File: src/rtl/fractal_scheduler.sv
// Walks one frame in raster order, launches the Julia engine per pixel with an
// incrementally accumulated coordinate, and writes each iteration count to the bitmap.
module fractal_scheduler #(
    parameter int H_RES   = 640,
    parameter int V_RES   = 480,
    parameter int COORD_W = 32,
    parameter int ITER_W  = 8
) (
    input  logic               clk,
    input  logic               reset_n,
    input  logic               frame_start,
    input  logic [COORD_W-1:0] x_min,
    input  logic [COORD_W-1:0] y_max,
    input  logic [COORD_W-1:0] step,
    output logic               busy,
    output logic               frame_done,
    output logic               eng_start,
    output logic [COORD_W-1:0] eng_re,
    output logic [COORD_W-1:0] eng_im,
    input  logic               eng_done,
    input  logic [ITER_W-1:0]  eng_iter,
    output logic               bm_draw,
    output logic [9:0]         bm_x,
    output logic [9:0]         bm_y,
    output logic [ITER_W-1:0]  bm_i,
    input  logic               bm_ready
);

    typedef enum logic [2:0] {S_IDLE, S_LAUNCH, S_WAIT, S_WRITE, S_DONE} state_t;

    localparam logic [9:0] COL_LAST = 10'(H_RES - 1);
    localparam logic [9:0] ROW_LAST = 10'(V_RES - 1);

    state_t             state_q, state_d;
    logic [9:0]         col_q, col_d;
    logic [9:0]         row_q, row_d;
    logic [COORD_W-1:0] re_q, re_d;
    logic [COORD_W-1:0] im_q, im_d;
    logic [COORD_W-1:0] x_min_q, x_min_d;
    logic [COORD_W-1:0] step_q, step_d;
    logic [ITER_W-1:0]  iter_q, iter_d;
    logic               busy_q, busy_d;
    logic               frame_done_q, frame_done_d;
    logic               eng_start_q, eng_start_d;
    logic               bm_draw_q, bm_draw_d;

    always_comb begin
        state_d      = state_q;
        col_d        = col_q;
        row_d        = row_q;
        re_d         = re_q;
        im_d         = im_q;
        x_min_d      = x_min_q;
        step_d       = step_q;
        iter_d       = iter_q;
        busy_d       = busy_q;
        frame_done_d = 1'b0;
        eng_start_d  = 1'b0;
        bm_draw_d    = bm_draw_q;

        case (state_q)
            S_IDLE: begin
                if (frame_start) begin
                    x_min_d     = x_min;
                    step_d      = step;
                    col_d       = '0;
                    row_d       = '0;
                    re_d        = x_min;
                    im_d        = y_max;
                    busy_d      = 1'b1;
                    eng_start_d = 1'b1;
                    state_d     = S_LAUNCH;
                end
            end
            S_LAUNCH: state_d = S_WAIT;
            S_WAIT: begin
                if (eng_done) begin
                    iter_d    = eng_iter;
                    bm_draw_d = 1'b1;
                    state_d   = S_WRITE;
                end
            end
            S_WRITE: begin
                if (bm_draw_q && bm_ready) begin
                    bm_draw_d = 1'b0;
                    if (col_q != COL_LAST) begin
                        col_d       = col_q + 10'd1;
                        re_d        = re_q + step_q;
                        eng_start_d = 1'b1;
                        state_d     = S_LAUNCH;
                    end else if (row_q != ROW_LAST) begin
                        // New row: real part restarts from the latched window edge.
                        col_d       = '0;
                        row_d       = row_q + 10'd1;
                        re_d        = x_min_q;
                        im_d        = im_q - step_q;
                        eng_start_d = 1'b1;
                        state_d     = S_LAUNCH;
                    end else begin
                        frame_done_d = 1'b1;
                        state_d      = S_DONE;
                    end
                end
            end
            S_DONE: begin
                busy_d  = 1'b0;
                state_d = S_IDLE;
            end
            default: state_d = S_IDLE;
        endcase
    end

    always_ff @(posedge clk or negedge reset_n) begin
        if (!reset_n) begin
            state_q      <= S_IDLE;
            col_q        <= '0;
            row_q        <= '0;
            re_q         <= '0;
            im_q         <= '0;
            x_min_q      <= '0;
            step_q       <= '0;
            iter_q       <= '0;
            busy_q       <= 1'b0;
            frame_done_q <= 1'b0;
            eng_start_q  <= 1'b0;
            bm_draw_q    <= 1'b0;
        end else begin
            state_q      <= state_d;
            col_q        <= col_d;
            row_q        <= row_d;
            re_q         <= re_d;
            im_q         <= im_d;
            x_min_q      <= x_min_d;
            step_q       <= step_d;
            iter_q       <= iter_d;
            busy_q       <= busy_d;
            frame_done_q <= frame_done_d;
            eng_start_q  <= eng_start_d;
            bm_draw_q    <= bm_draw_d;
        end
    end

    assign busy       = busy_q;
    assign frame_done = frame_done_q;
    assign eng_start  = eng_start_q;
    assign eng_re     = re_q;
    assign eng_im     = im_q;
    assign bm_draw    = bm_draw_q;
    assign bm_x       = col_q;
    assign bm_y       = row_q;
    assign bm_i       = iter_q;

endmodule

File: config.mk
export PLATFORM = sky130hd
export DESIGN_NAME = fractal_scheduler
export DESIGN_NICKNAME = d
export VERILOG_FILES = /design/src/rtl/fractal_scheduler.sv
export SDC_FILE = /design/constraint.sdc
export NUM_CORES = 1
export LEC_CHECK = 0
export BUFFER_PORTS_ARGS = -buffer_cell sky130_fd_sc_hd__buf_2
export CORE_ASPECT_RATIO = 2
export CORE_UTILIZATION = 57
export CTS_BUF_LIST = sky130_fd_sc_hd__clkbuf_16
export DETAILED_ROUTE_END_ITERATION = 7
export PLACE_DENSITY = 0.82
export REMOVE_ABC_BUFFERS = 1
export SLEW_MARGIN = 20
export SYNTH_ARGS = -nofsm -noshare
export SYNTH_HDL_FRONTEND = slang
export SYNTH_SLANG_ARGS = --single-unit
export TNS_END_PERCENT = 20
File: constraint.sdc
create_clock -name clk -period 3 [get_ports clk]
set_input_delay 0.3 -clock clk [delete_from_list [all_inputs] [get_ports clk]]
set_output_delay 0.3 -clock clk [all_outputs]
set_load 0.005 [all_outputs]
==> results.yml <==
setup_path:
  cp-end-kind: "register"
  arrival_ns: 3.38
  cp_max_fo: 3
  critPathRequiredTime_ns: 3.37
  critical_path_class: "register to register"
  start_kind: "register"
finish:
  final_common_cell: "nand2_1"
  fin_util: 0.703
  final_area_um2: 12600
  area_delta_synth_final_pct: 19.7
  nets: 1625
  most-common-layout-cells: "nand2_1, buf_2, dfrtp_1"
  fill_cells: 1456
  antennaDiodeCount: 0
  drive_above_1_share: 0.226
logic_synthesis:
  syn-cell-area_um2: 10500
  yosysSeqAreaShare: 0.389
  synth_compound_area_frac: 0.230
  synth_area_per_cell_um2: 8.40
  synthMuxAreaShare: 0.0154
  syn_inst: 1250
  synthAdderAreaFrac: 0.0801
  synth_top_family_by_area: "compound AO/OA/AOI/OAI gates"
  synth_flop_cell: "dfrtp_1"
  synth-seq-cells: 163
  synth.distinct_cells: 77
  yosysTopAreaCell: "dfrtp_1"
  yosysTopAreaCellShare: 0.389
  synth_edf_count: 0
  postSynth.asyncResetShare: 1.00
  yosysWarnings: 0
  synth-simple-area-share: 0.202
  synth.area.top_cells: "dfrtp_1, nand2_1, ha_1"
  synth-xor-area-share: 0.0442
detailed_routing:
  vias_per_cell: 6.05
  avgRoutedWirePerCell_um: 18.5
  ant_nets: 0
  wl_um: 31100
  drt_iter0_markers: 534
  num_vias: 10100
  first_pass_iters: 8
  drc: 12
place:
  hpwlAfterDp_um: 22900
  place_congestion: 0.961
  pre_cts_ws_ns: -0.00725
  dpl_cell_area_um2: 11800
  io_buffers: 204
timing:
  hold_viol_final: 0
  setup_ws_ns: -0.00594
  slew_headroom: 0.345
  setup_tns_ns: -0.00594
  fmax_mhz: 333
  tightest_slew_ns: 0.981
  finalMaxSlewViolations: 0
  finalCritPeriodShare: 1.00
  final.setup_skew_ns: 0.0136
  rsz0062_at_grt: "yes"
  period_minus_slack_ns: 3.01
  setup_viol_count_final: 1
global_route:
  grt_pass1_wl_um: 50100
  use_met2: 0.585
  grtUsageMet1: 0.373
  overflow: 0
  grt_pass1_vias: 10300
  track_usage: 0.335
  busiest_layer: "met2"
  grtUsageMet3: 0.0494
  grt_max_degree: 110
  antenna_found_initial: 0
die:
  coreArea_um2: 17900
  rows: 69
  die_h_um: 194
  start_util: 0.587
  top_level_ports: 205
  fp.dieW_um: 98.0
  die_area_um2: 19000
clock_tree:
  path_clk_slew_ns: 0.07
  cts_buffers: 17
  cts-htree-levels: 4
  clock-sinks: 163
  cts_tree: "done"
  clk_latency_ns: 0.44
  clockRootBuffer: "clkbuf_16"
  cts_buffer_depth: 2
power:
  power_density_nw_per_um2: 1420
  leakagePower_nw: 6.07
  design_power_total_mw: 17.9
  peakVddDrop_mv: 0.706
outcome:
  run_status: "complete, but fails checks"
  failed_checks: "design-rule violations, negative setup slack"
worst_hold_path:
  min_path_type: "input pin to register"
job:
  cap_violations: 0
==> flip-flops by register name, indices dropped and copies added, names as in the netlist <==
name and count:
busy 1, step_q 32, bm_x 10, bm_y 10, state_q 3, eng_start 1
x_min_q 32, bm_draw 1, frame_done 1, eng_re 32, bm_i 8, eng_im 32
==> synth_stat cells (all sizes together), types with 3 or more instances <==
cell type	number
and3	10
mux2	9
nor3b	3
dfrtp	163
a31oi	19
nor4b	3
nor3	25
nand2b	11
buf	18
mux2i	6
a21o	28
a211oi	21
a41oi	4
nor4	3
o22ai	3
nand2	253
nor2	95
o31ai	7
o21bai	5
and2	6
or3	9
ha	64
a222oi	4
a221oi	5
o211ai	19
a22oi	3
a21oi	96
o21ai	121
nand4	16
or4	3
xor2	29
xnor2	24
inv	47
o21a	13
nor2b	3
nand3	30
clkbuf	43
o31a	3
==> worst paths after layout <==
check | start | to | slack, ns | cells past startpoint
min in group asynchronous | reset_n | eng_im[6] | 0.37 | 2
worst max register to register | eng_im[0] | eng_im[28] | -0.006 | 12
max in group asynchronous | reset_n | eng_re[10] | 1.72 | 3
worst min register to register | x_min_q[6] | x_min_q[6] | 0.48 | 2
worst min-delay path | x_min[6] | x_min_q[6] | 0.06 | 3
worst max-delay path | eng_im[0] | eng_im[28] | -0.006 | 12
==> what timing repair did <==
action,4_1_cts,5_1_grt
pin swaps,1,7
endpoints found under the setup margin,2,20
hold buffers,1,0
resized for setup,2,21
endpoints found under the hold margin,49,0
buffers inserted,0,3
==> report_power, final <==
group          internal (mW)  switching, mW  total [mW]
combinational           4.89           6.71        11.6
sequential              3.21          0.874        4.08
clock                   1.23          0.974        2.21
total                   9.33           8.56        17.9
==> through the flow <==
stage                     hold slack (ns)  instances
after global placement              0.275       1640
after floorplan                   0.00441       1189
after global routing               0.0677       1676
after CTS                          0.0542       1673
after detailed placement            0.271       1640
final                              0.0635       1676
==> cells by family (layout without fill, tap and decap cells) <==
group                    count (synthesis)  count (layout)
XOR/XNOR                                53              53
multiplexers                            15              15
AO/OA/AOI/OAI                          370             370
buffers and inverters                  108             321
adder cells (fa/ha/maj)                 66              66
flip-flops                             163             163
AND/OR/NAND/NOR                        475             475
==> area by class of cell <==
cell class,count,area (µm²),area share
Clock buffer,17,425,0.0339
Clock inverter,15,158,0.0125
Inverter,47,176,0.0140
Multi-Input combinational cell,979,6110,0.486
Sequential cell,163,4080,0.325
Tap cell,213,267,0.0212
Timing Repair Buffer,242,1350,0.108
==> per-layer routing <==
| metal | vias up | routed length, µm |
|---|---|---|
| met5 | - | 0 |
| met4 | 0 | 1960 |
| met3 | 132 | 1670 |
| met2 | 430 | 15900 |
| met1 | 4756 | 11600 |
| li1 | 4821 | - |
==> worst max-delay path, stage by stage (launching register included) <==
cell,delay [ns]
dfrtp_1,0.37
inv_2,0.05
ha_2,0.20
fa_2,0.35
nand2b_4,0.17
a2111oi_4,0.38
nor2_2,0.12
o21ai_2,0.22
a221oi_4,0.11
o31ai_4,0.33
a31oi_2,0.14
or4_1,0.41
nand3_1,0.09
No activity file was read; power rests on OpenSTA's default activity.
